File: config.mk
export PLATFORM = sky130hd
export DESIGN_NAME = keypad_entry_display
export DESIGN_NICKNAME = d
export VERILOG_FILES = /design/src/rtl/keypad_pkg.sv /design/src/rtl/key_debounce.sv /design/src/rtl/seg7_decode.sv /design/src/rtl/keypad_entry_display.sv
export SDC_FILE = /design/constraint.sdc
export NUM_CORES = 1
export LEC_CHECK = 0
export ABC_AREA = 1
export CAP_MARGIN = 20
export CORE_MARGIN = 4
export CORE_UTILIZATION = 60
export CTS_BUF_LIST = sky130_fd_sc_hd__clkbuf_2
export DETAILED_ROUTE_END_ITERATION = 6
export MAX_ROUTING_LAYER = met4
export PLACE_DENSITY = 0.85
export REMOVE_ABC_BUFFERS = 1
export SLEW_MARGIN = 0
export SYNTH_ARGS = -nofsm -noshare
export SYNTH_HDL_FRONTEND = slang
export SYNTH_SLANG_ARGS = --single-unit
File: constraint.sdc
create_clock -name clk -period 4.24 [get_ports clk]
set_input_delay 0.424 -clock clk [delete_from_list [all_inputs] [get_ports clk]]
set_output_delay 0.424 -clock clk [all_outputs]
set_load 0.05 [all_outputs]
File: src/rtl/keypad_pkg.sv
// Shared constants, segment table and debounce state type for the keypad entry display.
package keypad_pkg;

  localparam logic [3:0] KEY_BACK  = 4'hE;
  localparam logic [3:0] KEY_CLEAR = 4'hF;
  localparam logic [7:0] SEG_BLANK = 8'hFF;

  // Active-low {dp,g,f,e,d,c,b,a}; entry 15 is the leftmost element.
  localparam logic [15:0][7:0] SEG_TABLE = {
    8'h8E, 8'h86, 8'hA1, 8'hC6, 8'h83, 8'h88, 8'h90, 8'h80,
    8'hF8, 8'h82, 8'h92, 8'h99, 8'hB0, 8'hA4, 8'hF9, 8'hC0
  };

  typedef enum logic [1:0] {
    DB_IDLE,
    DB_PRESS_CHK,
    DB_HELD,
    DB_REL_CHK
  } db_state_e;

  function automatic logic [7:0] seg_lookup(input logic [3:0] code);
    return SEG_TABLE[code];
  endfunction

endpackage

File: src/rtl/key_debounce.sv
// Debounces per-scan key reports into single press events; no auto-repeat.
module key_debounce
  import keypad_pkg::*;
#(
  parameter int unsigned DEBOUNCE_SCANS = 3
) (
  input  logic       clk,
  input  logic       rst_n,
  input  logic       scan_done,
  input  logic       key_hit,
  input  logic [3:0] key_code,
  output logic       accept_c,
  output logic       key_event,
  output logic [3:0] key_last
);

  localparam int unsigned CNT_W = 4;
  localparam logic [CNT_W-1:0] DB_TARGET = CNT_W'(DEBOUNCE_SCANS);

  db_state_e        state_q, state_d;
  logic [CNT_W-1:0] cnt_q, cnt_d;
  logic [3:0]       cand_q, cand_d;
  logic             key_event_q, key_event_d;
  logic [3:0]       key_last_q, key_last_d;
  logic [CNT_W-1:0] cnt_inc;
  logic             same_hit;

  always_ff @(posedge clk or negedge rst_n) begin
    if (!rst_n) begin
      state_q     <= DB_IDLE;
      cnt_q       <= '0;
      cand_q      <= '0;
      key_event_q <= 1'b0;
      key_last_q  <= '0;
    end else begin
      state_q     <= state_d;
      cnt_q       <= cnt_d;
      cand_q      <= cand_d;
      key_event_q <= key_event_d;
      key_last_q  <= key_last_d;
    end
  end

  // Next-state logic; only scan_done cycles advance the FSM.
  always_comb begin
    state_d  = state_q;
    cnt_d    = cnt_q;
    cand_d   = cand_q;
    accept_c = 1'b0;
    cnt_inc  = (cnt_q == {CNT_W{1'b1}}) ? cnt_q : cnt_q + CNT_W'(1);
    same_hit = key_hit && (key_code == cand_q);

    if (scan_done) begin
      unique case (state_q)
        DB_IDLE: begin
          if (key_hit) begin
            cand_d = key_code;
            cnt_d  = CNT_W'(1);
            if (DB_TARGET <= CNT_W'(1)) begin
              state_d  = DB_HELD;
              accept_c = 1'b1;
            end else begin
              state_d = DB_PRESS_CHK;
            end
          end
        end
        DB_PRESS_CHK: begin
          if (!key_hit) begin
            state_d = DB_IDLE;
            cnt_d   = '0;
          end else if (same_hit) begin
            cnt_d = cnt_inc;
            if (cnt_inc >= DB_TARGET) begin
              state_d  = DB_HELD;
              accept_c = 1'b1;
            end
          end else begin
            cand_d = key_code;
            cnt_d  = CNT_W'(1);
          end
        end
        DB_HELD: begin
          if (!same_hit) begin
            state_d = DB_REL_CHK;
            cnt_d   = CNT_W'(1);
          end
        end
        DB_REL_CHK: begin
          if (same_hit) begin
            state_d = DB_HELD;
          end else begin
            cnt_d = cnt_inc;
            if (cnt_inc >= DB_TARGET) begin
              state_d = DB_IDLE;
              cnt_d   = '0;
            end
          end
        end
        default: state_d = DB_IDLE;
      endcase
    end

    key_event_d = accept_c;
    key_last_d  = accept_c ? key_code : key_last_q;
  end

  assign key_event = key_event_q;
  assign key_last  = key_last_q;

endmodule

File: src/rtl/seg7_decode.sv
// Registered active-low seven-segment decode for one display digit.
module seg7_decode
  import keypad_pkg::*;
(
  input  logic       clk,
  input  logic       rst_n,
  input  logic [3:0] digit,
  input  logic       blank,
  output logic [7:0] seg
);

  logic [7:0] seg_q, seg_d;

  always_ff @(posedge clk or negedge rst_n) begin
    if (!rst_n) begin
      seg_q <= SEG_BLANK;
    end else begin
      seg_q <= seg_d;
    end
  end

  always_comb begin
    seg_d = blank ? SEG_BLANK : seg_lookup(digit);
  end

  assign seg = seg_q;

endmodule

File: src/rtl/keypad_entry_display.sv
// Keypad entry buffer with backspace/clear, driving the active-low HEX displays.
module keypad_entry_display
  import keypad_pkg::*;
#(
  parameter int unsigned DEBOUNCE_SCANS = 3,
  parameter int unsigned NUM_DIGITS     = 6
) (
  input  logic                    clk,
  input  logic                    rst_n,
  input  logic                    scan_done,
  input  logic                    key_hit,
  input  logic [3:0]              key_code,
  output logic                    key_event,
  output logic [3:0]              key_last,
  output logic [2:0]              entry_count,
  output logic [8*NUM_DIGITS-1:0] hex_out
);

  localparam int unsigned COUNT_W = 3;
  localparam logic [COUNT_W-1:0] COUNT_MAX = COUNT_W'(NUM_DIGITS);

  logic                        accept_c;
  logic [NUM_DIGITS-1:0][3:0]  digit_q, digit_d;
  logic [COUNT_W-1:0]          count_q, count_d;

  key_debounce #(
    .DEBOUNCE_SCANS(DEBOUNCE_SCANS)
  ) u_debounce (
    .clk      (clk),
    .rst_n    (rst_n),
    .scan_done(scan_done),
    .key_hit  (key_hit),
    .key_code (key_code),
    .accept_c (accept_c),
    .key_event(key_event),
    .key_last (key_last)
  );

  always_ff @(posedge clk or negedge rst_n) begin
    if (!rst_n) begin
      digit_q <= '0;
      count_q <= '0;
    end else begin
      digit_q <= digit_d;
      count_q <= count_d;
    end
  end

  // Buffer update in the same cycle the press is accepted; key_code still holds the code.
  always_comb begin
    digit_d = digit_q;
    count_d = count_q;
    if (accept_c) begin
      if (key_code == KEY_CLEAR) begin
        digit_d = '0;
        count_d = '0;
      end else if (key_code == KEY_BACK) begin
        if (count_q != '0) begin
          for (int unsigned i = 0; i + 1 < NUM_DIGITS; i++) begin
            digit_d[i] = digit_q[i+1];
          end
          digit_d[NUM_DIGITS-1] = '0;
          count_d = count_q - COUNT_W'(1);
        end
      end else begin
        for (int unsigned i = 1; i < NUM_DIGITS; i++) begin
          digit_d[i] = digit_q[i-1];
        end
        digit_d[0] = key_code;
        count_d = (count_q >= COUNT_MAX) ? COUNT_MAX : count_q + COUNT_W'(1);
      end
    end
  end

  // Positions at or above the entry count show blank.
  for (genvar g = 0; g < NUM_DIGITS; g++) begin : g_digit
    localparam logic [COUNT_W-1:0] POS = COUNT_W'(g);
    seg7_decode u_seg (
      .clk  (clk),
      .rst_n(rst_n),
      .digit(digit_q[g]),
      .blank(POS >= count_q),
      .seg  (hex_out[8*g +: 8])
    );
  end

  assign entry_count = count_q;

endmodule

==> results by group <==
Floorplan
  – Core area: 0.00826 mm²
  – Boundary Pins: 64
  – Die area: 0.0100 mm²
  – Chip Height: 100 µm
  – Std cell rows: 33
  – Starting Density: 61.7%
  – DIE WIDTH: 100 µm

Route
  – Vias per cell: 5.67
  – Via count: 4381
  – Final WL: 11300 µm
  – DR WL/cell: 14.6 µm
  – Residual DRC count: 0
  – DR iter-0 viols: 279
  – Antenna viol nets, final: 0
  – DRT Pass-1 Iters: 5

Timing
  – Final hold vios: 0
  – Final Skew: 0.0212 ns
  – Max Clk Rate: 392 MHz
  – TNS Setup: 0 ns
  – Hold slack: 0.414 ns
  – Measured slew at the worst slew-check pin: 0.817 ns
  – Crit share post-route: 60.2%
  – Rel. slew slack: 45.1%
  – Worst setup margin: 1.69 ns
  – Unrepaired setup endpoints after global routing: no
  – Tmin final: 2.55 ns
  – Max-slew violation count: 0
  – Setup violations, final: 0

Global routing
  – GR Util All Layers: 23.9%
  – Number of global-route vias before repair: 4267
  – Grt ovf: 0
  – Largest net degree at the start of global routing: 85
  – Initial antenna violation count: 0
  – First-pass GRT wire length: 19100 µm

Power
  – Static leakage: 0.00250 µW
  – Maximum vdd drop: 0.215 mV
  – Pwr per Cell Area: 365 mW/mm²

CTS
  – Post-cts hold buffer count: 0
  – Post-CTS sizing: 0
  – CTS tree: built
  – H-tree depth: 3
  – Clock sinks: 84
  – Worst-Skew Late Latency: 0.53 ns
  – Clk pin slew, worst setup/hold paths: 0.24 ns
  – TritonCTS buffer count: 9
  – Post-CTS Setup Bufs: 0
  – Root Buffer: clkbuf_2
  – Worst-case clock buffer depth: 2

Synthesis
  – Cell with the most instances after synthesis: nand2_1
  – Top cell type's share of synthesized area: 21.6%
  – Synth cell count leaders: nand2_1 (149), inv_1 (73), nand3_1 (49)
  – Netlist cell types: 36
  – Dominant synthesized flop cell: dfstp_2
  – Async SR Flop Fraction: 100%
  – Post-Syn Area per Cell: 8.29 µm²
  – Sequential share of the synthesized area: 42.3%
  – Mapped cell area: 0.00510 mm²
  – Number of flops mapped to enable cells by yosys: 0
  – Ranking of synthesized cells by area: dfstp_2 (22%), dfrtp_1 (21%), nand2_1 (11%)
  – Post-Syn Instances: 615
  – Cell taking the most area after synthesis: dfstp_2
  – Syn. warnings: 0
  – Yosys reg bits: 84

Worst hold path
  – Hold crit path type: input port to async pin

Setup path
  – Critical Path AT: 3.02 ns
  – Slowest stage delay, CP: 0.57 ns
  – Max stage delay cell, worst path: clkdlybuf4s50_1
  – Crit path kind: input port to flop
  – Critical Path Sink Type: flop
  – Register-to-Register Path Depth: 8
  – Worst Path Max Fanout: 54
  – Crit path depth: 9
  – Worst Path Buf+Inv: 3
  – CP Launch Type: input port
  – Required time worst endpoint: 4.71 ns
  – Top cell family by delay on the critical path: simple AND/OR/NAND/NOR gates
  – CP cell instances: clkdlybuf4s50_1 > nand3_2 > inv_2 > nand2_2 > nor2_1 > inv_1 > nand3_4 > nand2_1 > o21ai_2

Final layout
  – # nets final: 712
  – FF/Latch Area: 0.00215 mm²
  – Share of post-route cells with drive strength above 1: 15.4%
  – Number of inserted diodes: 0
  – Layout filler cell count: 636
  – Cell area after layout: 0.00580 mm²
  – Multi-input logic area: 0.00248 mm²
  – Final Util: 70.2%
  – Area growth, synth to finish: 13.7%

Place
  – Placed cell area: 0.00565 mm²
  – Final HPWL DP: 8100 µm
  – DP Worst Slack: 1.19 ns
  – GP Congestion: 0.872
  – IO Port Bufs: 57

Job
  – MaxCap Viol Count: 0

Run status
  – Run status: finished clean
==> final timing paths <==
| path | start | end | slack [ns] |
|---|---|---|---|
| setup / recovery | key_code[2] | digit_q[16]$_DFFE_PN0P_ | 1.69 |
| hold / removal | rst_n | g_digit[1].u_seg.seg[6]$_DFF_PN1_ | 0.41 |
| setup reg to reg | u_debounce.cnt_q[0]$_DFFE_PN0P_ | digit_q[16]$_DFFE_PN0P_ | 1.77 |
| hold reg to reg | u_debounce.key_last[2]$_DFFE_PN0P_ | u_debounce.key_last[2]$_DFFE_PN0P_ | 0.51 |
| max in group asynchronous | rst_n | g_digit[5].u_seg.seg[2]$_DFF_PN1_ | 3.37 |
| min in group clk | u_debounce.key_last[2]$_DFFE_PN0P_ | u_debounce.key_last[2]$_DFFE_PN0P_ | 0.51 |
==> worst register-to-register path, cell delays in order (launching register included) <==
cell and delay, ns:
dfrtp_1 0.48, ha_1 0.30, nand2_1 0.14, nor2_1 0.06
a21oi_1 0.31, nand3_2 0.22, nand3_4 0.59, nand2_1 0.21
o21ai_2 0.10
==> layout make-up <==
type | count | share of cell area [%]
tap | 105 | 2.27
sequential | 84 | 37.2
clock buffer | 10 | 0.863
multi-input combinational | 424 | 42.7
clock inverter | 6 | 1.08
timing repair buffer | 59 | 10.4
inverter | 84 | 5.44
==> flip-flops by register name, indices dropped and copies added (netlist names) <==
name                  count
digit_q                  24
entry_count               3
g_digit.u_seg.seg        42
u_debounce.cand_q         4
u_debounce.cnt_q          4
u_debounce.key_event      1
u_debounce.key_last       4
u_debounce.state_q        2
==> power breakdown <==
part,switching [µW],internal [µW]
Combinational,481,222
Sequential,85.0,909
Clock,281,139
==> kinds of logic (layout without fill, tap and decap cells) <==
| group | after synthesis | in the layout | share of synthesized area [%] |
|---|---|---|---|
| simple gates | 245 | 245 | 20.9 |
| compound gates | 130 | 130 | 16.8 |
| buf+inv | 112 | 159 | 9.50 |
| flops | 84 | 84 | 42.3 |
| fa+ha+maj | 42 | 42 | 10.3 |
| other cells | 1 | 6 | 0.0735 |
| xor+xnor | 1 | 1 | 0.172 |
==> cell usage in the layout, fill, tap and decap left out, types with 10 or more instances in the layout <==
cell type and instances:
nand2_1 149, nand3_1 49, clkbuf_2 10, o21ai_0 41, o21ai_2 27, o22ai_1 15
inv_1 73, ha_1 42, clkdlybuf4s50_1 56, a21oi_1 13, dfrtp_1 42, nor2_1 23
o211ai_1 18, dfstp_2 42
==> layer usage <==
layer / global-route usage (%) / share of wire, % / vias to the layer above
met2: 40.2 / 52 / 121
met5: - / 0 / -
met3: 3.41 / 3.8 / 36
met4: 10.5 / 2.7 / 0
met1: 28.7 / 41 / 2117
li1: - / - / 2107
==> through the flow <==
stage                     instances  total power (µW)
after floorplan                 592              1490
final                           772              2120
after CTS                       770              2110
after global routing            772              2240
after detailed placement        754              1700
after global placement          754              1660
No activity file was read; power rests on OpenSTA's default activity.
